**src/rtl/drone_pkg.sv**
```systemverilog
// Shared types and constants for the RC link monitor.
package drone_pkg;

  localparam int unsigned PULSE_W    = 12;
  localparam int unsigned ARM_MAX_US = 1100;

  typedef enum logic [1:0] {
    SYNC_LOW,
    WAIT_RISE,
    MEASURE
  } rc_state_t;

  typedef struct packed {
    logic               valid;
    logic [PULSE_W-1:0] width_us;
  } rc_frame_t;

  // Increment that sticks at all-ones instead of wrapping.
  function automatic logic [PULSE_W-1:0] sat_inc(input logic [PULSE_W-1:0] v,
                                                 input logic en);
    logic [PULSE_W-1:0] r;
    r = v;
    if (en && (v != '1)) r = v + PULSE_W'(1);
    return r;
  endfunction

endpackage

```
**src/rtl/rc_link_monitor_if.sv**
```systemverilog
// RC receiver channel in, link status and pulse width out.
interface rc_link_monitor_if;
  import drone_pkg::*;

  logic               rc_pwm;
  logic               reciverenable;
  logic [PULSE_W-1:0] pulse_us;
  logic               frame_valid;
  logic               link_lost;

  modport master (
    input  rc_pwm,
    output reciverenable,
    output pulse_us,
    output frame_valid,
    output link_lost
  );

  modport slave (
    output rc_pwm,
    input  reciverenable,
    input  pulse_us,
    input  frame_valid,
    input  link_lost
  );
endinterface

```
**src/rtl/rc_pwm_sync.sv**
```systemverilog
// Two-flop synchronizer plus edge detect for the raw PWM input.
module rc_pwm_sync (
  input  logic clk,
  input  logic din,
  output logic level,
  output logic rise,
  output logic fall
);

  logic meta;
  logic sync;
  logic prev;

  // Left unreset so a level already high during reset is still seen as high afterwards.
  always_ff @(posedge clk) begin
    meta <= din;
    sync <= meta;
    prev <= sync;
  end

  assign level = sync;
  assign rise  = sync & ~prev;
  assign fall  = ~sync & prev;

endmodule

```
**src/rtl/rc_link_monitor.sv**
```systemverilog
// Measures one RC PWM channel, range-checks each pulse and derives link lock / loss.
// Optional build macro RC_ARM_THROTTLE_EN: only low-throttle frames count toward lock.
module rc_link_monitor
  import drone_pkg::*;
#(
  parameter int unsigned CLK_PER_US   = 50,
  parameter int unsigned MIN_PULSE_US = 900,
  parameter int unsigned MAX_PULSE_US = 2100,
  parameter int unsigned TIMEOUT_US   = 50000,
  parameter int unsigned LOCK_FRAMES  = 4
) (
  input  logic           clk,
  input  logic           reset,
  rc_link_monitor_if.master link
);

  localparam int unsigned PRE_W  = (CLK_PER_US > 1) ? $clog2(CLK_PER_US) : 1;
  localparam int unsigned TO_W   = $clog2(TIMEOUT_US + 1);
  localparam int unsigned GOOD_W = $clog2(LOCK_FRAMES + 1);

  logic               level;
  logic               rise;
  logic               fall;
  logic [PRE_W-1:0]   prescaler;
  logic               us_tick_c;
  rc_state_t          state;
  rc_state_t          state_nxt;
  logic               width_clr_c;
  logic               width_run_c;
  logic               eval_c;
  logic [PULSE_W-1:0] width_cnt;
  logic [PULSE_W-1:0] width_meas_c;
  rc_frame_t          frame_c;
  logic [GOOD_W-1:0]  good_cnt;
  logic [GOOD_W-1:0]  good_sat_c;
  logic [GOOD_W-1:0]  good_nxt_c;
  logic [TO_W-1:0]    timeout_cnt;
  logic               timeout_hit_c;
  logic               reciverenable_q;
  logic [PULSE_W-1:0] pulse_us_q;
  logic               frame_valid_q;
  logic               link_lost_q;

  rc_pwm_sync u_sync (
    .clk   (clk),
    .din   (link.rc_pwm),
    .level (level),
    .rise  (rise),
    .fall  (fall)
  );

  // Microsecond tick, phase counted from reset release.
  assign us_tick_c = (prescaler == PRE_W'(CLK_PER_US - 1));

  always_ff @(posedge clk) begin
    if (reset) begin
      prescaler <= '0;
    end else if (us_tick_c) begin
      prescaler <= '0;
    end else begin
      prescaler <= prescaler + PRE_W'(1);
    end
  end

  always_ff @(posedge clk) begin
    if (reset) begin
      state <= SYNC_LOW;
    end else begin
      state <= state_nxt;
    end
  end

  always_comb begin
    state_nxt = state;
    case (state)
      SYNC_LOW:  if (!level) state_nxt = WAIT_RISE;
      WAIT_RISE: if (rise)   state_nxt = MEASURE;
      MEASURE:   if (fall)   state_nxt = WAIT_RISE;
      default:               state_nxt = SYNC_LOW;
    endcase
  end

  always_comb begin
    width_clr_c = 1'b0;
    width_run_c = 1'b0;
    eval_c      = 1'b0;
    case (state)
      WAIT_RISE: width_clr_c = rise;
      MEASURE: begin
        width_run_c = 1'b1;
        eval_c      = fall;
      end
      default: ;
    endcase
  end

  // Ticks are counted from the cycle after rise through the fall cycle itself.
  assign width_meas_c = sat_inc(width_cnt, us_tick_c);

  always_ff @(posedge clk) begin
    if (reset) begin
      width_cnt <= '0;
    end else if (width_clr_c) begin
      width_cnt <= '0;
    end else if (width_run_c) begin
      width_cnt <= width_meas_c;
    end
  end

  always_comb begin
    frame_c.width_us = width_meas_c;
    frame_c.valid    = (width_meas_c >= PULSE_W'(MIN_PULSE_US)) &&
                       (width_meas_c <= PULSE_W'(MAX_PULSE_US));
  end

  // Next lock count for an accepted frame.
  always_comb begin
    good_sat_c = (good_cnt >= GOOD_W'(LOCK_FRAMES)) ? GOOD_W'(LOCK_FRAMES)
                                                     : good_cnt + GOOD_W'(1);
`ifdef RC_ARM_THROTTLE_EN
    good_nxt_c = (!reciverenable_q && (frame_c.width_us > PULSE_W'(ARM_MAX_US)))
                 ? '0 : good_sat_c;
`else
    good_nxt_c = good_sat_c;
`endif
  end

  assign timeout_hit_c = us_tick_c && (timeout_cnt == TO_W'(TIMEOUT_US - 1));

  // Frame evaluation and link supervision; an accepted frame overrides a coincident timeout.
  always_ff @(posedge clk) begin
    if (reset) begin
      reciverenable_q <= 1'b0;
      pulse_us_q      <= '0;
      frame_valid_q   <= 1'b0;
      link_lost_q     <= 1'b0;
      good_cnt        <= '0;
      timeout_cnt     <= '0;
    end else begin
      frame_valid_q <= 1'b0;
      if (eval_c && frame_c.valid) begin
        frame_valid_q   <= 1'b1;
        pulse_us_q      <= frame_c.width_us;
        timeout_cnt     <= '0;
        link_lost_q     <= 1'b0;
        good_cnt        <= good_nxt_c;
        reciverenable_q <= (good_nxt_c == GOOD_W'(LOCK_FRAMES));
      end else begin
        if (us_tick_c && (timeout_cnt != TO_W'(TIMEOUT_US))) begin
          timeout_cnt <= timeout_cnt + TO_W'(1);
        end
        if (timeout_hit_c) begin
          link_lost_q     <= 1'b1;
          reciverenable_q <= 1'b0;
          good_cnt        <= '0;
        end
        if (eval_c) begin
          good_cnt        <= '0;
          reciverenable_q <= 1'b0;
        end
      end
    end
  end

  assign link.reciverenable = reciverenable_q;
  assign link.pulse_us      = pulse_us_q;
  assign link.frame_valid   = frame_valid_q;
  assign link.link_lost     = link_lost_q;

endmodule
```
**src/flat_wrapper.sv**
```systemverilog
// flat-port wrapper written by rule: the top's interface ports become plain ports
module rc_link_monitor_flat import drone_pkg::*;
#(
  parameter int unsigned CLK_PER_US   = 50,
  parameter int unsigned MIN_PULSE_US = 900,
  parameter int unsigned MAX_PULSE_US = 2100,
  parameter int unsigned TIMEOUT_US   = 50000,
  parameter int unsigned LOCK_FRAMES  = 4
)
  (clk, reset, link_rc_pwm, link_reciverenable, link_pulse_us, link_frame_valid, link_link_lost);
  rc_link_monitor_if link_i ();
  input  logic clk;
  input  logic reset;
  input wire logic [$bits(link_i.rc_pwm)-1:0] link_rc_pwm;
  output wire logic [$bits(link_i.reciverenable)-1:0] link_reciverenable;
  output wire logic [$bits(link_i.pulse_us)-1:0] link_pulse_us;
  output wire logic [$bits(link_i.frame_valid)-1:0] link_frame_valid;
  output wire logic [$bits(link_i.link_lost)-1:0] link_link_lost;
  assign link_i.rc_pwm = link_rc_pwm;
  assign link_reciverenable = link_i.reciverenable;
  assign link_pulse_us = link_i.pulse_us;
  assign link_frame_valid = link_i.frame_valid;
  assign link_link_lost = link_i.link_lost;
  rc_link_monitor #(.CLK_PER_US(CLK_PER_US), .MIN_PULSE_US(MIN_PULSE_US), .MAX_PULSE_US(MAX_PULSE_US), .TIMEOUT_US(TIMEOUT_US), .LOCK_FRAMES(LOCK_FRAMES)) u_core (.clk(clk), .reset(reset), .link(link_i));
endmodule
```
**config.mk**
```make
export PLATFORM = sky130hd
export DESIGN_NAME = rc_link_monitor_flat
export DESIGN_NICKNAME = d
export VERILOG_FILES = /design/src/rtl/drone_pkg.sv /design/src/rtl/rc_link_monitor_if.sv /design/src/rtl/rc_pwm_sync.sv /design/src/rtl/rc_link_monitor.sv /design/src/flat_wrapper.sv
export SDC_FILE = /design/constraint.sdc
export NUM_CORES = 1
export LEC_CHECK = 0
export ABC_AREA = 1
export CAP_MARGIN = 40
export CORE_UTILIZATION = 45
export CTS_CLUSTER_DIAMETER = 120
export DETAILED_ROUTE_END_ITERATION = 12
export PLACE_DENSITY = 0.62
export SYNTH_ARGS = -nofsm -noshare
export SYNTH_HDL_FRONTEND = slang
export SYNTH_SLANG_ARGS = --single-unit
```
**constraint.sdc**
```tcl
create_clock -name clk -period 3.1 [get_ports clk]
set_clock_uncertainty 0.2 [all_clocks]
set_input_delay 0.31 -clock clk [delete_from_list [all_inputs] [get_ports clk]]
set_output_delay 0.31 -clock clk [all_outputs]
set_load 0.02 [all_outputs]
```
==> flow_metrics.py <==
metrics = {
    "run_status": {
        "outcome": "complete, no violations",
    },
    "die": {
        "boundaryPins": 18,
        "die_x_um": 87.2,
        "start_util_pct": 47.3,
        "die_h_um": 87.2,
        "rows": 30,
        "die_area_um2": 7600,
        "core_area_um2": 6910,
    },
    "setup_path": {
        "critical_path.top_delay_family": "simple AND/OR/NAND/NOR gates",
        "cp.required_ns": 3.18,
        "cp_slowest_stage_delay_ns": 0.42,
        "cp_common_cell": "nand2_4",
        "path_buf_inv": 1,
        "crit_type": "flip-flop to flip-flop",
        "cp_slowest_cell": "dfxtp_1",
        "start_kind": "flip-flop",
        "crit_path_cell_trace": "ha_1, nand3_1, nor2_4, nand2_4, inv_2, nand2_1, a21oi_1, nand3_1, nand2_1, nand2_4, nand2_4, nand2_8, nor2_1",
        "worstPathArrival_ns": 2.86,
        "crit_path_max_fanout": 17,
        "crit_path_end_kind": "flip-flop",
    },
    "clocking": {
        "cts_sinks": 57,
        "holdBufCountCts": 0,
        "htreeDepth": 3,
        "clockRootBuffer": "clkbuf_8",
        "tritoncts": "done",
        "clk_pin_slew_worst_paths_ns": 0.07,
        "numCtsBuffers": 9,
        "clk_latency_ns": 0.34,
        "cts_buffer_depth": 2,
    },
    "logic_synthesis": {
        "syn-cell-area_um2": 3270,
        "synth.net_count": 471,
        "yosysUniqueCellTypes": 34,
        "netlist_instances": 461,
        "synth_seq_cells": 57,
        "yosysWarnings": 0,
        "yosysSeqAreaShare_pct": 34.9,
        "avgSynthCellArea_um2": 7.09,
    },
    "grt": {
        "grt_pass1_wl_mm": 11.7,
        "gr-total-overflow": 0,
        "grt_max_degree": 28,
        "grt_usage_pct": 19.9,
        "first_global_vias": 2661,
        "antenna_found_initial": 0,
    },
    "detailed_routing": {
        "top_layer_used": "met4",
        "wl_met2_mm": 3.21,
        "drc_errors": 0,
        "via_per_inst": 4.91,
        "m1WireLength_mm": 3.21,
        "dr.pass1.iters": 4,
        "drt-wirelength-per-cell_um": 11.8,
        "wl_mm": 6.83,
        "drt_iter0_drc": 188,
        "wl_met3_um": 266,
        "via_count": 2851,
        "antenna_left": 0,
    },
    "placed_design": {
        "gp_congestion": 0.897,
        "dpl_cell_area_um2": 3500,
        "portBuffers": 17,
        "hpwlAfterDp_mm": 5.01,
    },
    "sta": {
        "finalSetupViolations": 0,
        "max_freq_mhz": 360,
        "hold_ws_ns": 0.131,
        "maxSlewViolCount": 0,
        "fin_setup_tns_ns": 0,
        "rsz0062_at_grt": "false",
        "period_share_pct": 89.6,
        "hold_violations": 0,
        "worstMarginPinSlew_ns": 0.632,
        "relSlewSlack_pct": 57.8,
        "min_period_ns": 2.78,
    },
    "layout": {
        "fin_area_um2": 3700,
        "area_growth_pct": 13.4,
        "nets": 490,
        "drive_gt1_share_pct": 11.5,
        "final_cell_mix": "95 x nand2_1, 68 x inv_1, 57 x dfxtp_1",
        "num_antenna_cells": 0,
        "mostFrequentLayoutCell": "nand2_1",
    },
    "pwr": {
        "powerDensity_nw_per_um2": 410,
        "ir_worst_vdd_uv": 238,
        "p_leak_nw": 1.62,
        "total_power_mw": 1.52,
    },
    "flow_run": {
        "maxCapViolations": 0,
    },
    "worst_hold_path": {
        "hp-class": "flip-flop to flip-flop",
    },
}
[cell families after synthesis]
group	Yosys count	synth area share [%]
and+or+nand+nor	246	38.5
DFF	57	34.9
adders and majority gates	7	2.68
AOI/OAI and AO/OA	44	7.24
xor gates and xnor gates	18	4.83
muxes	2	0.613
buffers and inverters	87	11.2
[power by group]
part           switching (mW)  internal (mW)
Combinational          0.0504         0.0216
Sequential             0.0122          0.743
Clock                   0.316          0.373
Total                   0.378           1.14
[cells in the mapped netlist (all sizes together)]
cell type | instances | area, µm²
ha | 7 | 87.6
nand4 | 28 | 175
nand2 | 106 | 450
mux2i | 2 | 20.0
nor3b | 1 | 7.51
xnor2 | 3 | 26.3
a21boi | 1 | 18.8
o21a | 1 | 7.51
a21oi | 25 | 125
nor3 | 11 | 55.1
buf | 8 | 68.8
nor2 | 58 | 332
nor4 | 4 | 25.0
dfxtp | 57 | 1140
xor2 | 15 | 131
clkbuf | 5 | 18.8
nand3 | 35 | 193
inv | 74 | 278
or2 | 1 | 6.26
nand3b | 2 | 15.0
o21ai | 17 | 85.1
[timing repair]
item | 4_1_cts | 5_1_grt
setup endpoints to repair | 0 | 11
setup buffers | 0 | 0
gates resized for setup | 0 | 1
[sequential cells by signal, indices dropped and copies added (netlist names)]
register and flops:
u_core.state 2, u_core.good_cnt 3, u_core.link.reciverenable 1, u_core.link.link_lost 1, u_core.timeout_cnt 16, u_core.link.pulse_us 12, u_core.u_sync.prev 1, u_core.link.frame_valid 1
u_core.u_sync.level 1, u_core.width_cnt 12, u_core.u_sync.meta 1, u_core.prescaler 6
[through the flow]
step / worst slack [ns] / utilization, % / instances
final: 0.322 / 53.6 / 581
after global routing: 0.0177 / 53.6 / 581
after CTS: 0.209 / 53.5 / 581
after detailed placement: 0.249 / 50.7 / 565
after global placement: 0.377 / 50.7 / 565
after floorplan: 0.773 / - / 461
[per-layer routing]
metal  GRT usage (%)  up-vias
met1            23.8     1285
met3            6.64       12
met5               0        -
met4            8.94        0
li1                -     1512
met2            32.6       42
[path summary, 6_finish.rpt]
| check | startpoint | to | slack, ns | cells after the start |
|---|---|---|---|---|
| min reg2reg | u_core.u_sync.meta | u_core.u_sync.level | 0.13 | 0 |
| min | u_core.u_sync.meta | u_core.u_sync.level | 0.13 | 0 |
| max reg2reg | u_core.prescaler[0] | u_core.timeout_cnt[9] | 0.32 | 13 |
| max | u_core.prescaler[0] | u_core.timeout_cnt[9] | 0.32 | 13 |
[cell type report]
class,count,area [µm²]
Timing Repair Buffer,21,200
Multi-Input combinational cell,317,1770
Clock buffer,10,128
Inverter,74,278
Clock inverter,6,67.6
Tap cell,96,120
Fill cell,713,3200
Sequential cell,57,1140
Power figures use the tool's default switching activity.
